File: src/rtl/mult_div_pkg.sv
// Shared definitions for the HI/LO multiply/divide unit: op encodings,
// FSM state encodings and the default datapath width.
package mult_div_pkg;

  localparam int N_DEFAULT = 32;

  typedef enum logic [2:0] {
    OP_NOP   = 3'b000,
    OP_MULT  = 3'b001,
    OP_MULTU = 3'b010,
    OP_DIV   = 3'b011,
    OP_DIVU  = 3'b100,
    OP_MTHI  = 3'b101,
    OP_MTLO  = 3'b110,
    OP_RSVD  = 3'b111
  } op_t;

  typedef enum logic [1:0] {
    ST_IDLE = 2'b00,
    ST_RUN  = 2'b01,
    ST_FIX  = 2'b10
  } state_t;

  // True for the ops that run the iterative engine.
  function automatic logic is_iter_op(input logic [2:0] op);
    return (op == OP_MULT) || (op == OP_MULTU) || (op == OP_DIV) || (op == OP_DIVU);
  endfunction

endpackage

File: src/rtl/mdu_core.sv
// Unsigned iterative engine: N steps of shift-add multiply or restoring
// shift-subtract divide on magnitudes loaded by the parent.
// Multiply: {acc, sr} ends as the 2N-bit product.
// Divide:   acc ends as the remainder, sr as the quotient.
module mdu_core
  import mult_div_pkg::*;
#(
  parameter int N = N_DEFAULT
) (
  input  logic         clk,
  input  logic         reset,
  input  logic         load,
  input  logic         run,
  input  logic         is_div,
  input  logic [N-1:0] a,
  input  logic [N-1:0] b,
  output logic         last,
  output logic [N-1:0] acc_out,
  output logic [N-1:0] sr_out
);

  localparam int CW = (N > 1) ? $clog2(N) : 1;

  logic [CW-1:0] cnt;
  logic [N-1:0]  acc;
  logic [N-1:0]  sr;
  logic [N-1:0]  b_q;
  logic          div_q;
  logic [N:0]    sum;
  logic [N:0]    shifted;
  logic [N:0]    diff;

  // Step datapath: add for multiply, trial subtract for divide.
  always_comb begin
    sum     = {1'b0, acc} + (sr[0] ? {1'b0, b_q} : {(N+1){1'b0}});
    shifted = {acc, sr[N-1]};
    diff    = shifted - {1'b0, b_q};
  end

  // Engine registers: load operands, then one step per run cycle.
  always_ff @(posedge clk) begin
    if (reset) begin
      acc   <= '0;
      sr    <= '0;
      b_q   <= '0;
      div_q <= 1'b0;
      cnt   <= '0;
    end else if (load) begin
      acc   <= '0;
      sr    <= a;
      b_q   <= b;
      div_q <= is_div;
      cnt   <= '0;
    end else if (run) begin
      cnt <= cnt + 1'b1;
      if (div_q) begin
        if (!diff[N]) begin
          acc <= diff[N-1:0];
          sr  <= {sr[N-2:0], 1'b1};
        end else begin
          acc <= shifted[N-1:0];
          sr  <= {sr[N-2:0], 1'b0};
        end
      end else begin
        acc <= sum[N:1];
        sr  <= {sum[0], sr[N-1:1]};
      end
    end
  end

  assign last    = (cnt == CW'(N - 1));
  assign acc_out = acc;
  assign sr_out  = sr;

endmodule

File: src/rtl/mult_div_unit.sv
// HI/LO multiply/divide unit: control FSM, signed-to-magnitude handling,
// result sign correction and the architectural HI/LO registers.
// Handshake: an op is taken when start=1 while busy=0 and op is
// MULT/MULTU/DIV/DIVU; busy stays high until the result is written, and
// done pulses for one cycle once HI/LO hold the new result. MTHI/MTLO
// write in the same edge without raising busy or done.
module mult_div_unit
  import mult_div_pkg::*;
#(
  parameter int N = N_DEFAULT
) (
  input  logic         clk,
  input  logic         reset,
  input  logic         start,
  input  logic [2:0]   op,
  input  logic [N-1:0] rs_data,
  input  logic [N-1:0] rt_data,
  output logic         busy,
  output logic         done,
  output logic [N-1:0] hi,
  output logic [N-1:0] lo,
  output state_t       dbg_state
);

  state_t         state;
  state_t         state_nxt;
  logic           accept;
  logic           mt_write;
  logic           core_load;
  logic           core_run;
  logic           core_last;
  logic           fix_write;
  logic           signed_op;
  logic           div_op;
  logic           rs_neg;
  logic           rt_neg;
  logic [N-1:0]   a_mag;
  logic [N-1:0]   b_mag;
  logic           is_div_q;
  logic           neg_q;
  logic           neg_r;
  logic           dbz_q;
  logic [N-1:0]   rs_q;
  logic [N-1:0]   core_hi;
  logic [N-1:0]   core_lo;
  logic [2*N-1:0] prod_fix;
  logic [N-1:0]   quo_fix;
  logic [N-1:0]   rem_fix;
  logic [N-1:0]   hi_nxt;
  logic [N-1:0]   lo_nxt;

  assign accept    = (state == ST_IDLE) && start && is_iter_op(op);
  assign mt_write  = (state == ST_IDLE) && start && ((op == OP_MTHI) || (op == OP_MTLO));
  assign signed_op = (op == OP_MULT) || (op == OP_DIV);
  assign div_op    = (op == OP_DIV) || (op == OP_DIVU);
  assign rs_neg    = signed_op && rs_data[N-1];
  assign rt_neg    = signed_op && rt_data[N-1];
  assign a_mag     = rs_neg ? (~rs_data + 1'b1) : rs_data;
  assign b_mag     = rt_neg ? (~rt_data + 1'b1) : rt_data;

  mdu_core #(.N(N)) u_core (
    .clk     (clk),
    .reset   (reset),
    .load    (core_load),
    .run     (core_run),
    .is_div  (div_op),
    .a       (a_mag),
    .b       (b_mag),
    .last    (core_last),
    .acc_out (core_hi),
    .sr_out  (core_lo)
  );

  // FSM state register.
  always_ff @(posedge clk) begin
    if (reset) state <= ST_IDLE;
    else       state <= state_nxt;
  end

  // FSM next state and engine controls.
  always_comb begin
    state_nxt = state;
    core_load = 1'b0;
    core_run  = 1'b0;
    fix_write = 1'b0;
    case (state)
      ST_IDLE: begin
        if (accept) begin
          core_load = 1'b1;
          state_nxt = ST_RUN;
        end
      end
      ST_RUN: begin
        core_run = 1'b1;
        if (core_last) state_nxt = ST_FIX;
      end
      ST_FIX: begin
        fix_write = 1'b1;
        state_nxt = ST_IDLE;
      end
      default: state_nxt = ST_IDLE;
    endcase
  end

  // Capture result signs and divide-by-zero at acceptance; the raw
  // dividend is kept because a zero divisor returns it unchanged in HI.
  always_ff @(posedge clk) begin
    if (reset) begin
      is_div_q <= 1'b0;
      neg_q    <= 1'b0;
      neg_r    <= 1'b0;
      dbz_q    <= 1'b0;
      rs_q     <= '0;
    end else if (core_load) begin
      is_div_q <= div_op;
      neg_q    <= rs_neg ^ rt_neg;
      neg_r    <= div_op && rs_neg;
      dbz_q    <= div_op && (rt_data == '0);
      rs_q     <= rs_data;
    end
  end

  // Sign correction of the unsigned engine result.
  always_comb begin
    prod_fix = neg_q ? (~{core_hi, core_lo} + 1'b1) : {core_hi, core_lo};
    quo_fix  = neg_q ? (~core_lo + 1'b1) : core_lo;
    rem_fix  = neg_r ? (~core_hi + 1'b1) : core_hi;
    if (dbz_q) begin
      hi_nxt = rs_q;
      lo_nxt = '1;
    end else if (is_div_q) begin
      hi_nxt = rem_fix;
      lo_nxt = quo_fix;
    end else begin
      hi_nxt = prod_fix[2*N-1:N];
      lo_nxt = prod_fix[N-1:0];
    end
  end

  // HI/LO registers and the completion pulse.
  always_ff @(posedge clk) begin
    if (reset) begin
      hi   <= '0;
      lo   <= '0;
      done <= 1'b0;
    end else begin
      done <= fix_write;
      if (fix_write) begin
        hi <= hi_nxt;
        lo <= lo_nxt;
      end else if (mt_write) begin
        if (op == OP_MTHI) hi <= rs_data;
        else               lo <= rs_data;
      end
    end
  end

  assign busy      = (state != ST_IDLE);
  assign dbg_state = state;

endmodule

File: config.mk
export PLATFORM = sky130hd
export DESIGN_NAME = mult_div_unit
export DESIGN_NICKNAME = d
export VERILOG_FILES = /design/src/rtl/mult_div_pkg.sv /design/src/rtl/mdu_core.sv /design/src/rtl/mult_div_unit.sv
export SDC_FILE = /design/constraint.sdc
export NUM_CORES = 1
export LEC_CHECK = 0
export CORE_ASPECT_RATIO = 1.1
export CORE_MARGIN = 3
export CORE_UTILIZATION = 51
export DETAILED_ROUTE_END_ITERATION = 10
export GPL_TIMING_DRIVEN = 0
export PLACE_DENSITY = 0.72
export SYNTH_ARGS = -nofsm -noshare
export SYNTH_HDL_FRONTEND = slang
export SYNTH_SLANG_ARGS = --single-unit
File: constraint.sdc
create_clock -name clk -period 3.8 [get_ports clk]
set_input_delay 0.57 -clock clk [delete_from_list [all_inputs] [get_ports clk]]
set_output_delay 0.57 -clock clk [all_outputs]
set_load 0.01 [all_outputs]
# Word level (Yosys, flattened, before mapping)
# Cells that the tools add are included.
[totals] regBits=204 output_inout_bits=68
[op_classes] n_addsub=8 n_eq_ne=12 mux=29 n_bitwise=6 reduce_logical=23
[op_table] op="32-bit two-way mux" n=20
[op_table] op="32-bit by 1-bit adder with 32-bit output, second input constant" n=4
[op_table] op="32-bit NOT" n=4
[op_table] op="64-bit by 1-bit adder with 64-bit output, second input constant" n=1
[op_table] op="64-bit two-way mux" n=1
[op_table] op="64-bit NOT" n=1
[op_table] op="32-bit by 33-bit adder with 33-bit output" n=1
[op_table] op="33-bit by 32-bit subtractor with 33-bit output" n=1
[op_table] op="32-bit logical NOT" n=1
[op_table] op="3-bit equality test, second input constant" n=3
[op_table] op="2-bit nonzero test" n=4
[op_table] op="1-bit logical AND" n=7
[op_table] op="3-bit by 2-bit equality test with 1-bit output, second input constant" n=2
[op_table] op="1-bit logical OR" n=6
[op_table] op="2-bit != test, second input constant" n=3
[op_table] op="2-bit AND reduction" n=3
[op_table] op="5-bit by 1-bit adder with 5-bit output, second input constant" n=1
[op_table] op="5-bit equality test, second input constant" n=1
[op_table] op="1-bit two-way mux" n=5
[op_table] op="2-bit two-way mux" n=2
[op_table] op="2-bit one-hot mux with 2 select lines" n=1
[op_table] op="3-bit by 1-bit equality test with 1-bit output, second input constant" n=1
[op_table] op="2-bit by 1-bit equality test with 1-bit output, second input constant" n=1
[op_table] op="2-bit equality test, second input constant" n=1
[op_table] op="3 further kinds" n=3

# Longest topological paths before layout
[logic_depth] ltp_word=8 ltp_mapped=15

# By module
# Synthesis repeated with hierarchy kept, for this count alone.
[hier_totals] hier_cells=2195 hier_area_um2=16470.8
[by_module_without_submodules] mod="mdu_core" n_inst=1 cells_per_inst=1140 area_per_inst_um2=8663.3 seq_area_each_um2=2042.0
[by_module_without_submodules] mod="mult_div_unit" n_inst=1 cells_per_inst=1055 area_per_inst_um2=7807.5 seq_area_each_um2=2062.0

# Worst setup path after synthesis
# OpenSTA, ideal clock, no wires.
[synth_timing] kind="register to register" startpoint="register u_core.sr[0], in the netlist u_core.sr_out[0]" endpoint="register u_core.acc[31], in the netlist u_core.acc_out[31]" arrival_time_ns=3.087 required_ns=3.670 setup_slack_ns=0.584 stages_incl_launch_ff=14 n_path_buf=1 cell_sequence="dfxtp_1 clkinv_1 clkbuf_1 nor2_1 ha_1 and3_1 and3_1 a211oi_1 o21ai_0 a31oi_1 nor3_1 o31a_1 a2111oi_0 o22ai_1"
[synth_via] elab_chain_cells=3
[synth_rtl] item="start, declared" line="mdu_core.sv:26" rtl="logic [N-1:0] sr;"
[synth_rtl] item="start signal, assigned" line="mdu_core.sv:59" rtl="sr <= {sr[N-2:0], 1'b1};"
[synth_rtl] item="start signal, assigned" line="mdu_core.sv:62" rtl="sr <= {sr[N-2:0], 1'b0};"
[synth_rtl] item="start signal, assigned" line="mdu_core.sv:66" rtl="sr <= {sum[0], sr[N-1:1]};"
[synth_rtl] item="32-bit two-way mux" line="mdu_core.sv:35" rtl="sum = {1'b0, acc} + (sr[0] ? {1'b0, b_q} : {(N+1){1'b0}});"
[synth_rtl] item="32-bit by 33-bit adder with 33-bit output" line="mdu_core.sv:35"
[synth_rtl] item="32-bit two-way mux" line="mdu_core.sv:56" rtl="if (div_q) begin"
[synth_rtl] item="end signal, assigned" line="mdu_core.sv:58" rtl="acc <= diff[N-1:0];"
[synth_rtl] item="end signal, assigned" line="mdu_core.sv:61" rtl="acc <= shifted[N-1:0];"
[synth_rtl] item="end signal, assigned" line="mdu_core.sv:65" rtl="acc <= sum[N:1];"
[synth_rtl] item="end, declared" line="mdu_core.sv:25" rtl="logic [N-1:0] acc;"
# Every way passes these cells.
# A chain may end at the register's enable or synchronous reset.

# Worst setup path after layout
[layout_timing] startpoint="register u_core.sr[21], in the netlist u_core.sr_out[21]" endpoint="register hi[21]"
[layout_via] elab_chain_cells=6
[layout_rtl] item="64-bit NOT" line="mult_div_unit.sv:125" rtl="prod_fix = neg_q ? (~{core_hi, core_lo} + 1'b1) : {core_hi, core_lo};"
[layout_rtl] item="64-bit by 1-bit adder with 64-bit output" line="mult_div_unit.sv:125"
[layout_rtl] item="64-bit two-way mux" line="mult_div_unit.sv:125"
[layout_rtl] item="32-bit two-way mux" line="mult_div_unit.sv:131" rtl="end else if (is_div_q) begin"
[layout_rtl] item="32-bit two-way mux" line="mult_div_unit.sv:128" rtl="if (dbz_q) begin"
[layout_rtl] item="32-bit two-way mux" line="mult_div_unit.sv:148" rtl="if (fix_write) begin"
[layout_rtl] item="end signal, assigned" line="mult_div_unit.sv:149" rtl="hi <= hi_nxt;"
[layout_rtl] item="end signal, assigned" line="mult_div_unit.sv:152" rtl="if (op == OP_MTHI) hi <= rs_data;"
[layout_rtl] item="end, declared" line="mult_div_unit.sv:20" rtl="output logic [N-1:0] hi,"
# Every way passes these cells.

==> flow_metrics.py <==
metrics = {
    "clock_network": {
        "cts_tree": "done",
        "cts_buffer_depth": 3,
        "htreeDepth": 1,
        "hold_buffers": 0,
        "clk_latency_ps": 540,
        "cts_made_buffers": 24,
        "cts_sinks": 204,
        "clk_pin_slew_ps": 70,
        "cts_root_buf": "clkbuf_16",
    },
    "grt": {
        "grt_pass1_wl_mm": 93.1,
        "top_usage_layer": "met2",
        "grt_pass1_vias": 15800,
        "use_met1_pct": 45.9,
        "grt_use_met2_pct": 60.6,
        "grtUsageTotal_pct": 37.6,
        "use_met3_pct": 4.69,
        "overflow": 0,
        "grt_max_degree": 14,
        "antenna_found_initial": 0,
    },
    "synth": {
        "ys_seq_area_share_pct": 26.9,
        "synth_common_cells": "nand2_1, nor2_1, dfxtp_1",
        "syn_inst": 2030,
        "syn-num-nets": 2172,
        "synth_area_sq_mm": 0.0152,
        "yosys-top-cells-area": "dfxtp_1, a21oi_1, ha_1, xor2_1, nand2_1",
        "synth_top_area_share_pct": 26.9,
        "synth_cell_type_count": 76,
        "yosys_warnings": 0,
        "synth-edff-count": 0,
        "synthArstFlopShare_pct": 0,
        "synth-seq-cells": 204,
        "syn_avg_cell_area_sq_um": 7.49,
        "yosysTopAreaCell": "dfxtp_1",
        "yosysMostFrequentCell": "nand2_1",
        "ys.flop_type": "dfxtp_1",
    },
    "route": {
        "drt_iter0_drc": 1887,
        "first_pass_iters": 6,
        "vias": 16700,
        "routed_wl_mm": 63.0,
        "viasPerCell": 6.49,
        "wl_per_cell_microns": 24.5,
        "antenna_left": 0,
        "drcViolationCount": 0,
    },
    "floorplan": {
        "die-width_microns": 171,
        "pin_count": 138,
        "num_rows": 65,
        "die_area_sq_mm": 0.0319,
        "die_h_microns": 187,
        "initial_utilization_pct": 52.4,
        "core_sq_mm": 0.0290,
    },
    "timing": {
        "worst_pin_slew_ps": 1430,
        "hold_violations": 0,
        "fmax_ghz": 0.268,
        "hold-worst-slack_ps": 457,
        "period_needed_ps": 3730,
        "final-setup-viol-count": 0,
        "drv_slew": 0,
        "finalCritPeriodShare_pct": 98.1,
        "skew_ps": 9.88,
        "slew_headroom_pct": 4.26,
    },
    "layout": {
        "drive_above_1_share_pct": 4.22,
        "n_antenna_cell": 0,
        "nets": 2328,
        "area_growth_pct": 18.0,
        "fin_area_sq_mm": 0.0179,
        "fin_cells": 2571,
    },
    "outcome": {
        "status": "complete, no violations",
    },
    "worst_setup_path": {
        "critPathCapture": "hi[21]$_SDFFE_PP0P_",
        "reg2reg_to": "hi[21]$_SDFFE_PP0P_",
        "worstPathMaxFanout": 7,
        "critPathLaunchType": "flop",
        "crit_type": "flop to flop",
        "r2r_slack_ps": 70,
        "r2r_cells": 10,
        "end_kind": "flop",
        "crit_start": "u_core.sr_out[21]$_SDFFE_PP0P_",
        "worstPathArrival_ps": 4110,
        "required_ps": 4180,
        "timing.rr.start": "u_core.sr_out[21]$_SDFFE_PP0P_",
    },
    "hold_path": {
        "min_from": "u_core.b_q[19]$_SDFFE_PP0P_",
        "hold_class": "flop to flop",
    },
    "pwr": {
        "peakVddDrop_mv": 0.328,
        "power_density_mw_per_mm2": 410,
        "p_leak_nw": 6.63,
    },
    "placed_design": {
        "post-dp-hpwl_mm": 48.2,
        "io_buffers": 127,
        "dp.cells": 2525,
        "place_area_sq_mm": 0.0169,
        "gp_congestion": 1.02,
    },
    "run": {
        "max-cap-violations": 0,
    },
}
metrics by stage:
step	utilization (%)	worst slack [ps]	setup TNS, ps	power, mW
3_3_place_gp	58.3	-827	-23040	4.62
6_report	61.8	70.9	0	7.35
3_5_place_dp	58.3	-914	-25950	4.64
4_1_cts	61.6	7.55	0	7.23
5_1_grt	61.8	-3.12	-5.75	7.60
2_1_floorplan	-	584	0	3.88
registers in the layout (all words and copies together) (netlist names), 2 cells and up:
signal and flops:
dbg_state 2, u_core.sr_out 32, rs_q 32, u_core.b_q 32, hi 32, lo 32
u_core.acc_out 32, u_core.cnt 5
placed cells by master, fill, tap and decap left out, drive strengths merged, types with 10 or more instances in the layout:
master / instances
inv: 66
or4: 18
o31ai: 29
nor3: 53
a21oi: 200
clkbuf: 149
a21o: 25
clkdlybuf4s50: 127
o41ai: 14
xor2: 98
and3: 10
xnor2: 77
a221oi: 36
ha: 70
o211ai: 11
and2: 12
o21ai: 137
a31oi: 22
nand2b: 17
nand4: 13
nor2: 208
nor2b: 19
nand3: 29
or3: 23
dfxtp: 204
buf: 22
mux2i: 74
nand2: 227
a211oi: 86
nor4: 14
worst min path at each step:
stage,to,cells past startpoint
floorplan,rs_q[14]$_SDFFE_PP0P_,2
global placement,rs_q[14]$_SDFFE_PP0P_,2
detailed placement,rs_q[9]$_SDFFE_PP0P_,2
CTS,rs_q[26]$_SDFFE_PP0P_,3
global route,rs_q[7]$_SDFFE_PP0P_,2
finish,u_core.b_q[19]$_SDFFE_PP0P_,2
worst max-delay path, cell delays in order (launching register included):
cell	delay, ps
dfxtp_1	290
clkbuf_1	200
or4_1	650
nor4_2	610
nand4_1	220
o31ai_1	720
a21oi_1	170
xnor2_1	320
o21ai_0	140
a21oi_1	170
nor3_1	60
where the power goes:
part / switching (mW) / total, mW / internal (mW)
combinational: 1.48 / 2.32 / 0.847
sequential: 0.160 / 2.43 / 2.27
clock: 1.02 / 2.60 / 1.59
cell type report:
| class | instances | area [sq um] |
|---|---|---|
| timing repair buffer | 130 | 1290 |
| fill | 2712 | 11100 |
| clock inverter | 10 | 161 |
| multi-input combinational | 1625 | 10400 |
| sequential | 204 | 4090 |
| tap | 368 | 460 |
| inverter | 66 | 249 |
| buffer | 135 | 542 |
| clock buffer | 33 | 716 |
metal layers:
metal / share of wire [%] / vias up
li1: - / 7657
met5: 0 / -
met2: 45 / 1010
met4: 8.4 / 0
met3: 9.0 / 263
met1: 37 / 7759
cells by family (layout without fill, tap and decap cells):
family          count (synthesis)  in the layout  synth area share [%]
fa+ha+maj                      72             72                  6.03
flops                         204            204                  26.9
mux                            76             76                  5.02
simple gates                  659            659                  19.9
buf+inv                       201            374                  5.06
compound gates                643            643                  27.0
xor+xnor                      175            175                  10.1
repair_timing:
| action | in CTS | in global routing |
|---|---|---|
| setup buffers | 2 | 0 |
| pin swaps | 2 | 1 |
| setup endpoints to repair | 34 | 34 |
| endpoints found under the hold margin | 0 | 0 |
| cloned | 0 | 1 |
| resized for setup | 18 | 18 |
Power figures use the tool's default switching activity.
